**src/rtl/multicycle_ctrl.sv**
```systemverilog
// -----------------------------------------------------------------------------
// multicycle_ctrl
//   Control FSM for the multicycle MIPS-subset datapath. A single shared ALU and
//   a single unified memory are reused across fetch, decode, address
//   calculation, execute and write-back. This block drives every datapath mux
//   select, write enable and ALU op from the current state, the opcode, the ALU
//   zero flag and the memory-ready handshake.
//
// Ports
//   clk         rising-edge clock
//   rst         asynchronous, active-high reset
//   op          instruction[31:26] from the instruction register
//   zero        ALU zero flag
//   mem_ready   memory completes the current access this cycle
//   pc_en       PC load enable (branch condition already folded in)
//   iord        memory address select: 0 = PC, 1 = ALU result register
//   mem_read    memory read request
//   mem_write   memory write request
//   ir_write    instruction register load
//   reg_dst     write address select: 0 = rt, 1 = rd
//   mem_to_reg  write data select: 0 = ALU result reg, 1 = memory data reg
//   reg_write   register bank write enable
//   alu_src_a   ALU A select: 0 = PC, 1 = register A
//   alu_src_b   ALU B select: 00 = B, 01 = 4, 10 = imm, 11 = imm << 2
//   alu_op      000 = add, 001 = sub, 010 = decode funct
//   pc_source   00 = ALU output, 01 = ALU result reg, 10 = jump target
//   halted      sticky illegal-opcode flag
//   state       current state, for debug
//
// Optional build macro: MULTICYCLE_CTRL_PERF_EN
//   Adds cycle_cnt[31:0] (clocks spent outside HALT) and instr_cnt[31:0]
//   (retired instructions). Both clear on rst and wrap modulo 2^32.
//
// State table
//   state     | meaning
//   FETCH     | read instruction at PC, PC <= PC + 4 when memory is ready
//   DECODE    | read registers, precompute branch target
//   MEM_ADDR  | effective address = A + sign-extended immediate
//   MEM_RD    | load data read, waits for mem_ready
//   MEM_WB    | load data written to rt
//   MEM_WR    | store data written, waits for mem_ready
//   R_EXEC    | R-type ALU operation on A and B
//   R_WB      | R-type result written to rd
//   BRANCH    | compare A and B, load branch target if equal
//   JUMP      | load jump target
//   I_EXEC    | addi ALU operation on A and immediate
//   I_WB      | addi result written to rt
//   HALT      | illegal opcode seen, core stopped until rst
// -----------------------------------------------------------------------------
module multicycle_ctrl #(
  parameter logic [5:0] OP_RTYPE = 6'h00,
  parameter logic [5:0] OP_LW    = 6'h23,
  parameter logic [5:0] OP_SW    = 6'h2B,
  parameter logic [5:0] OP_BEQ   = 6'h04,
  parameter logic [5:0] OP_J     = 6'h02,
  parameter logic [5:0] OP_ADDI  = 6'h08
) (
  input  logic        clk,
  input  logic        rst,
  input  logic [5:0]  op,
  input  logic        zero,
  input  logic        mem_ready,
  output logic        pc_en,
  output logic        iord,
  output logic        mem_read,
  output logic        mem_write,
  output logic        ir_write,
  output logic        reg_dst,
  output logic        mem_to_reg,
  output logic        reg_write,
  output logic        alu_src_a,
  output logic [1:0]  alu_src_b,
  output logic [2:0]  alu_op,
  output logic [1:0]  pc_source,
  output logic        halted,
  output logic [3:0]  state
`ifdef MULTICYCLE_CTRL_PERF_EN
  ,
  output logic [31:0] cycle_cnt,
  output logic [31:0] instr_cnt
`endif
);

  typedef enum logic [3:0] {
    S_FETCH    = 4'd0,
    S_DECODE   = 4'd1,
    S_MEM_ADDR = 4'd2,
    S_MEM_RD   = 4'd3,
    S_MEM_WB   = 4'd4,
    S_MEM_WR   = 4'd5,
    S_R_EXEC   = 4'd6,
    S_R_WB     = 4'd7,
    S_BRANCH   = 4'd8,
    S_JUMP     = 4'd9,
    S_I_EXEC   = 4'd10,
    S_I_WB     = 4'd11,
    S_HALT     = 4'd12
  } state_t;

  state_t r_state;
  state_t w_next;

  // Raw enables before the reset gate.
  logic w_pc_en;
  logic w_mem_read;
  logic w_mem_write;
  logic w_ir_write;
  logic w_reg_write;

  // Next-state logic. Encodings 13-15 fall into the default and park in HALT.
  always_comb begin
    w_next = S_HALT;
    case (r_state)
      S_FETCH:    w_next = mem_ready ? S_DECODE : S_FETCH;
      S_DECODE: begin
        if (op == OP_LW || op == OP_SW) w_next = S_MEM_ADDR;
        else if (op == OP_RTYPE)        w_next = S_R_EXEC;
        else if (op == OP_BEQ)          w_next = S_BRANCH;
        else if (op == OP_J)            w_next = S_JUMP;
        else if (op == OP_ADDI)         w_next = S_I_EXEC;
        else                            w_next = S_HALT;
      end
      // Only lw/sw reach MEM_ADDR; anything but sw is treated as a load.
      S_MEM_ADDR: w_next = (op == OP_SW) ? S_MEM_WR : S_MEM_RD;
      S_MEM_RD:   w_next = mem_ready ? S_MEM_WB : S_MEM_RD;
      S_MEM_WB:   w_next = S_FETCH;
      S_MEM_WR:   w_next = mem_ready ? S_FETCH : S_MEM_WR;
      S_R_EXEC:   w_next = S_R_WB;
      S_R_WB:     w_next = S_FETCH;
      S_BRANCH:   w_next = S_FETCH;
      S_JUMP:     w_next = S_FETCH;
      S_I_EXEC:   w_next = S_I_WB;
      S_I_WB:     w_next = S_FETCH;
      S_HALT:     w_next = S_HALT;
      default:    w_next = S_HALT;
    endcase
  end

  always_ff @(posedge clk or posedge rst) begin
    if (rst) r_state <= S_FETCH;
    else     r_state <= w_next;
  end

  // Output decode. Everything not driven by a state stays 0.
  always_comb begin
    w_pc_en     = 1'b0;
    w_mem_read  = 1'b0;
    w_mem_write = 1'b0;
    w_ir_write  = 1'b0;
    w_reg_write = 1'b0;
    iord        = 1'b0;
    reg_dst     = 1'b0;
    mem_to_reg  = 1'b0;
    alu_src_a   = 1'b0;
    alu_src_b   = 2'b00;
    alu_op      = 3'b000;
    pc_source   = 2'b00;
    case (r_state)
      S_FETCH: begin
        w_mem_read = 1'b1;
        alu_src_b  = 2'b01;
        w_ir_write = mem_ready;
        w_pc_en    = mem_ready;
      end
      S_DECODE: begin
        alu_src_b = 2'b11;
      end
      S_MEM_ADDR: begin
        alu_src_a = 1'b1;
        alu_src_b = 2'b10;
      end
      S_MEM_RD: begin
        w_mem_read = 1'b1;
        iord       = 1'b1;
      end
      S_MEM_WB: begin
        w_reg_write = 1'b1;
        mem_to_reg  = 1'b1;
      end
      S_MEM_WR: begin
        w_mem_write = 1'b1;
        iord        = 1'b1;
      end
      S_R_EXEC: begin
        alu_src_a = 1'b1;
        alu_op    = 3'b010;
      end
      S_R_WB: begin
        w_reg_write = 1'b1;
        reg_dst     = 1'b1;
      end
      S_BRANCH: begin
        alu_src_a = 1'b1;
        alu_op    = 3'b001;
        pc_source = 2'b01;
        w_pc_en   = zero;
      end
      S_JUMP: begin
        pc_source = 2'b10;
        w_pc_en   = 1'b1;
      end
      S_I_EXEC: begin
        alu_src_a = 1'b1;
        alu_src_b = 2'b10;
      end
      S_I_WB: begin
        w_reg_write = 1'b1;
      end
      default: ;
    endcase
  end

  // Enables are gated by rst directly so an in-flight access is cut off the
  // moment reset rises, not at the next clock edge.
  assign pc_en     = w_pc_en     & ~rst;
  assign mem_read  = w_mem_read  & ~rst;
  assign mem_write = w_mem_write & ~rst;
  assign ir_write  = w_ir_write  & ~rst;
  assign reg_write = w_reg_write & ~rst;

  // HALT is absorbing until rst, so the flag is sticky by construction.
  assign halted = (r_state == S_HALT);
  assign state  = r_state;

`ifdef MULTICYCLE_CTRL_PERF_EN
  logic [31:0] r_cycle_cnt;
  logic [31:0] r_instr_cnt;
  logic        w_retire;

  assign w_retire = (w_next == S_FETCH) &&
                    (r_state == S_MEM_WB || r_state == S_MEM_WR ||
                     r_state == S_R_WB   || r_state == S_BRANCH ||
                     r_state == S_JUMP   || r_state == S_I_WB);

  always_ff @(posedge clk or posedge rst) begin
    if (rst) begin
      r_cycle_cnt <= 32'd0;
      r_instr_cnt <= 32'd0;
    end else begin
      if (r_state != S_HALT) r_cycle_cnt <= r_cycle_cnt + 32'd1;
      if (w_retire)          r_instr_cnt <= r_instr_cnt + 32'd1;
    end
  end

  assign cycle_cnt = r_cycle_cnt;
  assign instr_cnt = r_instr_cnt;
`endif

endmodule

```
**config.mk**
```make
export PLATFORM = sky130hd
export DESIGN_NAME = multicycle_ctrl
export DESIGN_NICKNAME = d
export VERILOG_FILES = /design/src/rtl/multicycle_ctrl.sv
export SDC_FILE = /design/constraint.sdc
export NUM_CORES = 1
export LEC_CHECK = 0
export ABC_AREA = 1
export CAP_MARGIN = 10
export CELL_PAD_IN_SITES_DETAIL_PLACEMENT = 1
export CELL_PAD_IN_SITES_GLOBAL_PLACEMENT = 1
export CORE_MARGIN = 5
export CORE_UTILIZATION = 23
export CTS_CLUSTER_DIAMETER = 40
export CTS_CLUSTER_SIZE = 28
export DETAILED_ROUTE_END_ITERATION = 10
export PLACE_DENSITY_LB_ADDON = 0.1
export SLEW_MARGIN = 20
export SYNTH_ARGS = -nofsm -noshare
export SYNTH_HDL_FRONTEND = slang
export SYNTH_SLANG_ARGS = --single-unit
```
**constraint.sdc**
```tcl
create_clock -name clk -period 1.33 [get_ports clk]
set_input_delay 0.133 -clock clk [delete_from_list [all_inputs] [get_ports clk]]
set_output_delay 0.133 -clock clk [all_outputs]
set_load 0.01 [all_outputs]
```
==> results of run 1 <==
routing by layer:
| metal | vias up | routed length (µm) | track usage (%) | part of all wire [%] |
|---|---|---|---|---|
| met5 | - | 0 | 0 | 0 |
| met1 | 390 | 924 | 15.6 | 38 |
| li1 | 427 | - | - | - |
| met2 | 23 | 1330 | 29.5 | 55 |
| met4 | 0 | 41 | 6.80 | 1.7 |
| met3 | 4 | 117 | 2.40 | 4.9 |
worst paths after layout:
path                            startpoint  endpoint  slack, ns  depth (start not counted)
worst max-delay path              state[3]     pc_en      -0.18                          7
worst min-delay path                   rst  state[0]       0.30                          2
worst max register to register    state[0]  state[1]      -0.11                         11
worst min register to register    state[2]  state[3]       0.84                          3
max in group asynchronous              rst  state[2]       0.85                          2
min in group clk                     op[5]  state[2]       0.67                          5
power groups by stage:
stage	clock, mW	sequential [mW]	combinational, mW
after floorplan	0	0.124	0.0221
after global placement	0	0.124	0.0620
after detailed placement	0	0.124	0.0629
after CTS	0.160	0.122	0.0642
after global routing	0.179	0.122	0.0707
final	0.162	0.122	0.0641
repair_timing:
action / in CTS / in global routing
pin swaps: 6 / 7
endpoints found under the hold margin: 0 / 0
gates cloned: 0 / 0
buffers inserted: 9 / 7
setup endpoints to repair: 23 / 20
gates resized for setup: 100 / 11
placed cells by master (no fill, tap or decap), drive strengths merged:
cell type and instances:
o211ai 1, clkdlybuf4s15 2, buf 45, a21oi 4
conb 1, o21ai 1, dfrtp 4, clkbuf 3
nand4 1, dlygate4sd2 4, nand2 22, clkdlybuf4s50 9
nor3 2, inv 20, nor2 29, nand3b 2
nand3 11
metrics by stage:
step                      hold slack (ns)  util, %
after floorplan                    -0.101        -
after global placement              0.522     43.5
after detailed placement            0.526     43.5
after CTS                           0.286     49.8
after global routing                0.331     53.4
final                               0.296     53.4
worst max-delay path, delay by kind of cell, from the launching register on:
| kind | cells | cell delay (ns) |
|---|---|---|
| compound gates | 1 | 0.09 |
| buf+inv | 3 | 0.30 |
| flops | 1 | 0.45 |
| simple gates | 3 | 0.29 |
cell type report:
class	instances	area [µm²]
multi-input combinational	74	454
clock buffer	3	22.5
timing repair buffer	60	510
sequential	4	103
inverter	20	90.1
tap	28	35.0
fill	303	1060
kinds of logic after synthesis:
logic type	count (synthesis)	synth area share (%)
compound gates	6	6.47
buf+inv	22	16.1
flops	4	17.9
other cells	1	0.669
simple gates	67	58.9
==> flow_metrics.py, run 1 <==
metrics = {
    "pwr": {
        "report.power.total_mw": 0.348,
        "seqPwrFrac_pct": 35.1,
        "combPwrFrac_pct": 18.4,
        "p_int_mw": 0.257,
        "switchingPower_mw": 0.0912,
        "p_per_area_nw_per_um2": 287,
        "swShare_pct": 26.2,
        "p_clk_share_pct": 46.5,
        "ir_drop_uv": 240,
        "p_leak_nw": 0.664,
    },
    "cells_and_area": {
        "diodes": 0,
        "syn_to_final_growth_pct": 117,
        "design_area_um2": 1210,
        "finalNonFillerCells": 189,
        "fin_nets": 173,
        "drive_above_1_share_pct": 53.4,
        "largest_reg_flops": 4,
    },
    "die": {
        "io_pins": 31,
        "coreArea_um2": 2280,
        "die_area_um2": 3520,
        "rows": 17,
        "die-width_um": 59.4,
        "start_util_pct": 24.6,
        "chipHeight_um": 59.4,
    },
    "worst_setup_path": {
        "cpPeakStageDelay_ns": 0.45,
        "crit_required_ns": 1.20,
        "worstPathCellList": "nor2_4, buf_6, nand2_4, nor2_4, inv_2, a21oi_2, buf_2",
        "critPathMaxFanout": 5,
        "path_class": "flop to output port",
        "endpoint_kind": "output port",
        "slowest_stage": "dfrtp_2",
        "crit_path_start_kind": "flop",
        "worst_path_most_repeated_cell": "nor2_4",
        "cp.arrival_ns": 1.37,
    },
    "logic_synthesis": {
        "avgSynthCellArea_um2": 5.61,
        "yosysTopAreaCellShare_pct": 17.9,
        "yosysMostFrequentCell": "nor2_1",
        "async_flop_share_pct": 100,
        "synth-main-ff-cell": "dfrtp_1",
        "syn-cell-area_um2": 561,
        "synth_nets": 110,
        "synth-seq-area-share_pct": 17.9,
        "netlist_top_cells_area": "dfrtp_1 (18%), nor2_1 (13%), nand2_1 (12%)",
        "yosysTopAreaCell": "dfrtp_1",
        "syn_inst": 100,
        "ys_seq_elements": 4,
        "synth_edf_count": 0,
        "ys.warnings.count": 0,
        "synth_cell_type_count": 19,
        "synth_commonest_cells": "nor2_1 (20), nand2_1 (18), inv_1 (11), nand3_1 (11), inv_2 (8)",
    },
    "drt": {
        "via_count": 844,
        "firstDrtPassIters": 3,
        "drt-total-wl_mm": 2.41,
        "antenna_left": 0,
        "wl_per_cell_um": 12.7,
        "drcViolationCount": 0,
        "dr.first_iter.drc_count": 10,
        "viasPerCell": 4.47,
    },
    "placement": {
        "place_ws_ns": -0.377,
        "globalplace.congestion": 0.851,
        "hpwl_mm": 1.83,
        "dpl_cell_area_um2": 991,
        "placement.io_buffers": 29,
        "place_inst": 171,
    },
    "timing": {
        "period_minus_slack_ns": 1.51,
        "finClkSkew_ns": 0.00935,
        "maxSlewViolCount": 0,
        "setup_violations": 20,
        "clock.fmax_mhz": 664,
        "period_share_pct": 113,
        "finalWorstSetupSlack_ns": -0.176,
        "hold_violations": 0,
        "finalSetupTns_ns": -1.83,
        "rsz0062_at_grt": "yes",
    },
    "global_route": {
        "grt_pass1_wl_mm": 4.09,
        "grt_pass1_vias": 908,
        "gr-usage-all-layers_pct": 15.2,
        "grt_overflow_total": 0,
        "grt_max_degree": 7,
        "grt_antenna_before_repair": 0,
    },
    "clocking": {
        "clk_latency_ns": 0.25,
        "ctsHoldBuffers": 0,
        "cts-htree-levels": 1,
        "path_clk_slew_ns": 0.05,
        "cts-root-buf": "clkbuf_4",
        "cts.sinks": 4,
        "cts_tree": "built",
        "cts_made_buffers": 3,
        "clockBufferDepth": 2,
    },
    "worst_hold_path": {
        "hold_path.class": "input pin to async pin",
    },
    "outcome": {
        "violations": "setup timing",
        "outcome": "complete, but fails checks",
    },
    "run": {
        "maxCapViolations": 0,
    },
}
(Power assumes the default switching activity.)
==> run 2: changes to the inputs <==
--- a/config.mk
+++ b/config.mk
@@ -15,7 +15,6 @@
 export CTS_CLUSTER_SIZE = 28
 export DETAILED_ROUTE_END_ITERATION = 10
 export PLACE_DENSITY_LB_ADDON = 0.1
-export SLEW_MARGIN = 20
 export SYNTH_ARGS = -nofsm -noshare
 export SYNTH_HDL_FRONTEND = slang
 export SYNTH_SLANG_ARGS = --single-unit
==> results of run 2 <==
The final DEF is identical to that of run 1; final timing and power are the same.
==> run 3: changes to the inputs <==
--- a/config.mk
+++ b/config.mk
@@ -18,3 +18,4 @@
 export SYNTH_ARGS = -nofsm -noshare
 export SYNTH_HDL_FRONTEND = slang
 export SYNTH_SLANG_ARGS = --single-unit
+export TNS_END_PERCENT = 30
==> run 3 against run 2 <==
Against the previous run: the flow still finishes with violations (setup timing); flip-flop and latch count is the same; register-to-register slack gained 0.08 ns; combinational power grew 0.6%; highest routed layer unchanged; first-iteration DRC count shrank 70%; die area is the same; critical path depth is the same; non-clock buffer count shrank 6; wire length shrank 3.3%; sequential power is essentially flat; via count shrank 3.4%; largest power group unchanged; critical path type unchanged.
==> flow_metrics.py, run 3 (same netlist as run 1, synthesis figures left out) <==
metrics = {
    "pwr": {
        "ir_drop_uv": 240,
        "p_per_area_nw_per_um2": 309,
        "p_leak_nw": 0.622,
        "report.power.total_mw": 0.348,
    },
    "cells_and_area": {
        "syn_to_final_growth_pct": 101,
        "largest_reg_flops": 4,
        "drive_above_1_share_pct": 52.9,
        "fin_nets": 167,
        "diodes": 0,
        "layout_commonest_cell": "buf_4",
        "layout_common_cells": "buf_4 (19), nor2_1 (15), nand2_1 (14), buf_2 (14), inv_1 (11)",
    },
    "timing": {
        "period_minus_slack_ns": 1.51,
        "maxSlewViolCount": 0,
        "setup_violations": 20,
        "rsz0062_at_grt": "yes",
        "finalWorstSetupSlack_ns": -0.183,
        "period_share_pct": 114,
        "hold_violations": 0,
        "finClkSkew_ns": 0.00827,
        "hold_ws_ns": 0.323,
        "finalSetupTns_ns": -1.61,
        "clock.fmax_mhz": 661,
    },
    "clocking": {
        "cts_tree": "built",
        "clk_latency_ns": 0.24,
        "cts_made_buffers": 3,
        "cts-htree-levels": 1,
        "clockBufferDepth": 2,
        "cts-root-buf": "clkbuf_4",
        "path_clk_slew_ns": 0.04,
        "cts.sinks": 4,
    },
    "placement": {
        "hpwl_mm": 1.83,
        "globalplace.congestion": 0.851,
        "placement.io_buffers": 29,
    },
    "drt": {
        "drt-total-wl_mm": 2.33,
        "via_count": 815,
        "wl_per_cell_um": 12.7,
        "firstDrtPassIters": 4,
        "drcViolationCount": 0,
        "viasPerCell": 4.45,
        "dr.first_iter.drc_count": 3,
        "antenna_left": 0,
    },
    "worst_setup_path": {
        "crit_path_start_kind": "flop",
        "path_class": "flop to output port",
        "cpPeakStageDelay_ns": 0.45,
        "critPathMaxFanout": 5,
        "endpoint_kind": "output port",
        "path_delay_family": "flip-flops",
        "crit_required_ns": 1.20,
        "path_buf_inv": 3,
        "worst_path_most_repeated_cell": "nor2_4",
        "rrSetupSlack_ns": -0.03,
        "slowest_stage": "dfrtp_2",
        "worstPathCellList": "nor2_4, buf_6, nand2_4, nor2_4, inv_2, a21oi_2, buf_2",
        "cp.arrival_ns": 1.38,
    },
    "die": {
        "coreArea_um2": 2280,
        "die-width_um": 59.4,
        "start_util_pct": 24.6,
        "die_area_um2": 3520,
        "chipHeight_um": 59.4,
        "rows": 17,
        "io_pins": 31,
    },
    "outcome": {
        "violations": "setup timing",
        "outcome": "complete, but fails checks",
    },
    "worst_hold_path": {
        "hold_path.class": "input pin to async pin",
    },
    "global_route": {
        "grt_overflow_total": 0,
        "grt_max_degree": 8,
        "grt_pass1_vias": 863,
        "grt_antenna_before_repair": 0,
        "grt_pass1_wl_mm": 4.00,
        "gr-usage-all-layers_pct": 14.9,
    },
    "run": {
        "maxCapViolations": 0,
    },
}
==> run 3: area by class of cell <==
cell class	instances	area, µm²
inverters	20	85.1
fillers	310	1150
flip-flops and latches	4	103
clock buffers	3	22.5
well taps	28	35.0
multi-input cells	74	460
repair buffers	54	419
==> run 3: final timing paths <==
check / startpoint / end / cells past startpoint
min in group clk: op[5] / state[2] / 5
min: rst / state[0] / 2
min reg2reg: state[2] / state[3] / 3
max reg2reg: state[3] / state[2] / 8
max: state[3] / pc_en / 7
max in group asynchronous: rst / state[2] / 2
==> run 3: per-layer routing <==
| layer | track usage [%] | share of wire [%] |
|---|---|---|
| met5 | 0 | 0 |
| met4 | 5.83 | 0.90 |
| met3 | 2.18 | 4.4 |
| met2 | 28.2 | 55 |
| met1 | 16.4 | 39 |
==> run 3: per-stage QoR <==
stage	std cells	utilization (%)	setup WS [ns]	instance area (µm²)
after floorplan	100	-	0.110	561
after detailed placement	171	43.5	-0.377	991
after global placement	171	43.5	-0.333	991
after global routing	183	49.4	-0.272	1120
after CTS	182	47.9	-0.213	1090
final	183	49.4	-0.183	1120
==> run 3: timing repair <==
action	in CTS	in global routing
gates cloned	0	0
setup endpoints to repair	23	20
setup buffers	8	1
pin swaps	5	7
resized for setup	85	16
hold endpoints to repair	0	0
hold buffers	0	0
==> run 3: report_power, final <==
| part | internal (mW) | switching, mW | leakage (nW) |
|---|---|---|---|
| Sequential | 0.122 | 0 | 0.0448 |
| Clock | 0.102 | 0.0593 | 0.0138 |
| Combinational | 0.0334 | 0.0311 | 0.563 |
| Total | 0.257 | 0.0903 | 0.622 |
